===== config.mk =====
export PLATFORM = sky130hd
export DESIGN_NAME = seq_arbiter_flat
export DESIGN_NICKNAME = d
export VERILOG_FILES = /design/src/rtl/seq_arbiter_if.sv /design/src/rtl/seq_arbiter.sv /design/src/flat_wrapper.sv
export SDC_FILE = /design/constraint.sdc
export NUM_CORES = 1
export LEC_CHECK = 0
export BUFFER_PORTS_ARGS = -buffer_cell sky130_fd_sc_hd__buf_2
export CAP_MARGIN = 20
export CORE_MARGIN = 3
export CORE_UTILIZATION = 35
export DETAILED_ROUTE_END_ITERATION = 16
export PLACE_DENSITY = 0.65
export SLEW_MARGIN = 0
export SYNTH_ARGS = -nofsm -noshare
export SYNTH_HDL_FRONTEND = slang
export SYNTH_SLANG_ARGS = --single-unit

===== constraint.sdc =====
create_clock -name clk -period 1.6 [get_ports clk]
set_input_delay 0.24 -clock clk [delete_from_list [all_inputs] [get_ports clk]]
set_output_delay 0.24 -clock clk [all_outputs]
set_load 0.05 [all_outputs]

===== src/rtl/seq_arbiter_if.sv =====
// Bundle between two job requesters, the serializing arbiter and a shared
// sequence detector; the arbiter sits on the slave side.
interface seq_arbiter_if #(
  parameter int WIDTH = 8,
  parameter int CW    = 5
);
  logic [1:0]       req;
  logic [WIDTH-1:0] data0;
  logic [WIDTH-1:0] data1;
  logic [1:0]       gnt;
  logic             det_w;
  logic             det_rst;
  logic             det_z;
  logic             busy;
  logic             done;
  logic             done_id;
  logic [CW-1:0]    hit_count;
  logic [2:0]       state;

  // req[i] is held by requester i until it observes gnt[i]; the one-cycle
  // gnt pulse is also the cycle in which data<i> is captured.
  modport master (
    output req, data0, data1, det_z,
    input  gnt, det_w, det_rst, busy, done, done_id, hit_count, state
  );

  modport slave (
    input  req, data0, data1, det_z,
    output gnt, det_w, det_rst, busy, done, done_id, hit_count, state
  );
endinterface


===== src/rtl/seq_arbiter.sv =====
// Round-robin arbiter that serializes a granted job word LSB first into a
// shared sequence detector and counts the detector's z hits for that job.
module seq_arbiter #(
  parameter int WIDTH = 8,
  parameter int CW    = 5
) (
  input logic         clk,
  input logic         reset,
  seq_arbiter_if.slave bus
);
  localparam int BW = $clog2(WIDTH);
  localparam logic [BW-1:0] LAST = BW'(WIDTH - 1);

  typedef enum logic [2:0] {IDLE, CLEAR, SHIFT, FLUSH, DONE} state_t;

  state_t           state, next;
  logic [WIDTH-1:0] shreg;
  logic [BW-1:0]    bcnt;
  logic [CW-1:0]    acc;
  logic [CW-1:0]    hit_q;
  logic             cur_id;
  logic             last_id;
  logic             done_id_q;
  logic             sel;
  logic [1:0]       gnt_c;
  logic             det_w_c;
  logic             done_c;

  always_ff @(posedge clk or posedge reset) begin
    if (reset) state <= IDLE;
    else       state <= next;
  end

  always_comb begin
    next    = state;
    sel     = 1'b0;
    gnt_c   = 2'b00;
    det_w_c = 1'b0;
    done_c  = 1'b0;
    case (state)
      IDLE: begin
        if (bus.req != 2'b00) begin
          // Contention goes to whichever requester did not finish last.
          sel   = (bus.req == 2'b11) ? ~last_id : bus.req[1];
          gnt_c = sel ? 2'b10 : 2'b01;
          next  = CLEAR;
        end
      end
      CLEAR: next = SHIFT;
      SHIFT: begin
        det_w_c = shreg[0];
        if (bcnt == LAST) next = FLUSH;
      end
      FLUSH: next = DONE;
      DONE: begin
        done_c = 1'b1;
        next   = IDLE;
      end
      default: next = IDLE;
    endcase
  end

  // The detector's z lags its w by one cycle, so samples start at the second
  // SHIFT cycle and the final one lands in FLUSH.
  always_ff @(posedge clk or posedge reset) begin
    if (reset) begin
      shreg     <= '0;
      bcnt      <= '0;
      acc       <= '0;
      hit_q     <= '0;
      cur_id    <= 1'b0;
      done_id_q <= 1'b0;
      last_id   <= 1'b1;
    end else begin
      case (state)
        IDLE: begin
          if (bus.req != 2'b00) begin
            shreg  <= sel ? bus.data1 : bus.data0;
            cur_id <= sel;
          end
        end
        CLEAR: begin
          bcnt <= '0;
          acc  <= '0;
        end
        SHIFT: begin
          shreg <= shreg >> 1;
          bcnt  <= bcnt + BW'(1);
          if (bcnt != '0) acc <= acc + CW'(bus.det_z);
        end
        FLUSH: begin
          acc       <= acc + CW'(bus.det_z);
          hit_q     <= acc + CW'(bus.det_z);
          done_id_q <= cur_id;
        end
        DONE: last_id <= cur_id;
        default: ;
      endcase
    end
  end

  assign bus.gnt       = reset ? 2'b00 : gnt_c;
  assign bus.det_w     = det_w_c;
  assign bus.det_rst   = reset | (state == CLEAR);
  assign bus.busy      = (state != IDLE);
  assign bus.done      = done_c;
  assign bus.done_id   = done_id_q;
  assign bus.hit_count = hit_q;
  assign bus.state     = state;
endmodule


===== src/flat_wrapper.sv =====
// flat-port wrapper written by rule: the top's interface ports become plain ports
module seq_arbiter_flat 
#(
  parameter int WIDTH = 8,
  parameter int CW    = 5
)
  (clk, reset, bus_req, bus_data0, bus_data1, bus_det_z, bus_gnt, bus_det_w, bus_det_rst, bus_busy, bus_done, bus_done_id, bus_hit_count, bus_state);
  seq_arbiter_if #(.WIDTH(WIDTH), .CW(CW)) bus_i ();
  input logic clk;
  input logic reset;
  input wire logic [$bits(bus_i.req)-1:0] bus_req;
  input wire logic [$bits(bus_i.data0)-1:0] bus_data0;
  input wire logic [$bits(bus_i.data1)-1:0] bus_data1;
  input wire logic [$bits(bus_i.det_z)-1:0] bus_det_z;
  output wire logic [$bits(bus_i.gnt)-1:0] bus_gnt;
  output wire logic [$bits(bus_i.det_w)-1:0] bus_det_w;
  output wire logic [$bits(bus_i.det_rst)-1:0] bus_det_rst;
  output wire logic [$bits(bus_i.busy)-1:0] bus_busy;
  output wire logic [$bits(bus_i.done)-1:0] bus_done;
  output wire logic [$bits(bus_i.done_id)-1:0] bus_done_id;
  output wire logic [$bits(bus_i.hit_count)-1:0] bus_hit_count;
  output wire logic [$bits(bus_i.state)-1:0] bus_state;
  assign bus_i.req = bus_req;
  assign bus_i.data0 = bus_data0;
  assign bus_i.data1 = bus_data1;
  assign bus_i.det_z = bus_det_z;
  assign bus_gnt = bus_i.gnt;
  assign bus_det_w = bus_i.det_w;
  assign bus_det_rst = bus_i.det_rst;
  assign bus_busy = bus_i.busy;
  assign bus_done = bus_i.done;
  assign bus_done_id = bus_i.done_id;
  assign bus_hit_count = bus_i.hit_count;
  assign bus_state = bus_i.state;
  seq_arbiter #(.WIDTH(WIDTH), .CW(CW)) u_core (.clk(clk), .reset(reset), .bus(bus_i));
endmodule

==> results.cfg <==
[synthesis]
synth-main-ff-cell = dfrtp_1
synthMuxAreaShare_pct = 2.995
yosys_register_bits = 27
yosys.area_share.simple_pct = 20.63
synth_edf_count = 0
synth_top_family_by_area = simple AND/OR/NAND/NOR gates
syn_inst = 149
syn_area_sq_um = 1504
synthAdderAreaFrac_pct = 4.160
ys_types = 45
synth_compound_area_share_pct = 20.47
synth_xor_area_share_pct = 2.329
synth_nets = 175
syn_avg_cell_area_sq_um = 10.09
async_reset_ff_share_pct = 100.0
synth-seq-area-share_pct = 45.01
ys_warn_count = 0

[die]
die-area_sq_um = 5119
die_w_um = 71.55
die_h_um = 71.55
initial_core_util_pct = 36.80
io_pins = 36
core_sq_um = 4086
placementRows = 23

[setup_path]
worstPathMaxFanout = 4
worstRegToRegCells = 4
path_cells = nor3_4 -> o2111a_2 -> buf_6
critPathMaxStageDelay_ns = 0.45
crit_path_start_kind = flip-flop
required_ns = 1.36
worstSetupPathType = flip-flop to output pin
end_kind = output pin
cp.arrival_ns = 1.45
crit_slowest_cell = dfrtp_2

[timing]
worstMarginPinSlew_ns = 0.4352
fin_tns_setup_ns = -0.1595
setup_ws_ns = -0.09199
report.final.hold_viol_count = 0
rsz0062_at_grt = true
relSlewSlack_pct = 70.82
setup_violations = 4
holdWs_ns = 0.1269
drv_slew = 0
fin_crit_sh_pct = 105.7
period_needed_ns = 1.692
clock_skew_ns = 0.004787
fmax_mhz = 591.0

[power]
peakVddDrop_v = 0.001084
power_density_nw_per_um2 = 2086
leakagePower_nw = 0.9171

[clock_tree]
htreeDepth = 1
cts.clk_slew.worst_paths_ns = 0.10
clk_latency_ns = 0.28
cts_tree = yes
cts_root_buffer = clkbuf_8
clock_path_buffers = 2
clock-sinks = 27
numCtsBuffers = 3

[global_route]
grt_pass1_vias = 1329
antenna_found_initial = 0
gr-total-overflow = 0
track_usage_pct = 14.62
grt_max_degree = 25
grt_pass1_wl_um = 6009

[routing]
drt_iter0_drc = 48
routed_wl_um = 3568
num_vias = 1321
dr.pass1.iters = 4
drc = 0
ant_nets = 0
viasPerCell = 5.348
wl_per_cell_um = 14.45

[finish]
areaGrowthSynthToFinish_pct = 33.53
final_util_pct = 49.14
drive_gt1_share_pct = 42.64
diodes = 0
fin_nets = 224
final_area_sq_um = 2008

[min_path]
hp-class = input port to async pin

[flow_run]
max_cap_viol_count = 0

[placement]
placement.cell_area_sq_um = 1817
dpl.hpwl_um = 2472
gp_congestion = 0.7841
port-buffer-count = 35
dp_slack_ns = 0.008659

[outcome]
status = finished, violations left
violations = setup timing
## final cells by class
cell class                 count  area (sq um)
fill                         388          2078
multi-input combinational    108         825.8
sequential                    27         680.7
timing repair buffer          52         365.4
tap                           50         62.56
clock buffer                   4         45.04
inverter                       6         28.78
## logic make-up (layout without fill, tap and decap cells)
family	count (synthesis)	in the layout
DFF	27	27
xor gates and xnor gates	4	4
AOI/OAI and AO/OA	41	41
buffers and inverters	14	62
and+or+nand+nor	54	54
adders and majority gates	5	5
muxes	4	4
## flip-flops by register name (all words and copies together), names as in the netlist
signal                count
u_core.shreg              8
u_core.acc                5
u_core.bus.hit_count      5
u_core.bcnt               3
u_core.bus.state          3
u_core.bus.done_id        1
u_core.cur_id             1
u_core.last_id            1
## cells in the mapped netlist (2+ instances only)
library cell	n	area share [%]
nor2_1	7	1.7
nor4b_1	2	1.2
nor3_1	9	3.0
clkbuf_1	2	0.50
o21ai_0	11	3.7
nand2_1	13	3.2
a21oi_1	3	1.0
nand3_1	4	1.3
ha_1	5	4.2
and2b_2	2	1.2
xnor2_1	4	2.3
mux2_2	4	3.0
a32o_1	2	1.3
dfrtp_1	26	43
a221oi_1	2	1.2
a31oi_1	6	2.5
nand3b_1	3	1.5
o2111ai_1	2	1.2
inv_1	5	1.2
and3_1	2	0.83
nor2b_1	4	1.7
o311ai_1	5	2.9
buf_2	4	1.3
## cell usage in the layout, fill, tap and decap left out, drive strengths merged, types with 2 or more instances in the layout
master and count:
nand2 13, nand3b 4, nor2 7, dfrtp 26, a221oi 2, nor3 10, o311ai 5, o21ai 12
and2b 2, and3 2, a21o 2, clkbuf 4, a21oi 3, nor2b 4, o2111ai 2, nor3b 2
nand3 4, buf 51, nor4b 2, a32o 2, inv 5, mux2 4, xnor2 4, a31oi 6
ha 5
## power breakdown
part	internal [mW]	total, mW	leakage [nW]	switching (mW)
clock	0.179	0.406	0.0228	0.227
sequential	0.992	1.22	0.340	0.228
combinational	1.09	2.56	0.554	1.47
total	2.27	4.19	0.917	1.92
## critical path: cells and delay by family, from the launching register on
family | cells | cell delay, ns
compound gates | 1 | 0.26
flops | 1 | 0.45
buf+inv | 1 | 0.16
simple gates | 1 | 0.31
## final timing paths
| check | start | to | slack (ns) |
|---|---|---|---|
| worst max register to register | u_core.bus.state[0] | u_core.shreg[1] | 0.07 |
| max in group asynchronous | reset | u_core.bus.state[1] | 0.95 |
| worst min register to register | u_core.bus.hit_count[2] | u_core.bus.hit_count[2] | 0.48 |
| worst max-delay path | u_core.bus.state[1] | bus_gnt[0] | -0.09 |
| worst min-delay path | reset | u_core.bus.state[2] | 0.13 |
| min in group clk | bus_data1[0] | u_core.shreg[0] | 0.20 |
## stage by stage
stage / std cells / total power, mW
6_report: 247 / 4.189
4_1_cts: 245 / 4.100
5_1_grt: 247 / 4.500
2_1_floorplan: 149 / 2.941
3_5_place_dp: 237 / 3.500
3_3_place_gp: 237 / 3.461
## layer usage
layer	routed length [um]	vias up	GRT usage, %
li1	-	642	-
met1	1518	639	17.80
met2	1852	38	26.12
met3	189	2	3.787
met4	8	0	2.714
met5	0	-	0
## what timing repair did
| item | 4_1_cts | 5_1_grt |
|---|---|---|
| endpoints found under the setup margin | 7 | 11 |
| hold endpoints to repair | 3 | 0 |
| hold buffers | 1 | 0 |
| pin swaps | 3 | 4 |
| buffers inserted | 3 | 3 |
| resized for setup | 16 | 11 |
Power figures use the tool's default switching activity.
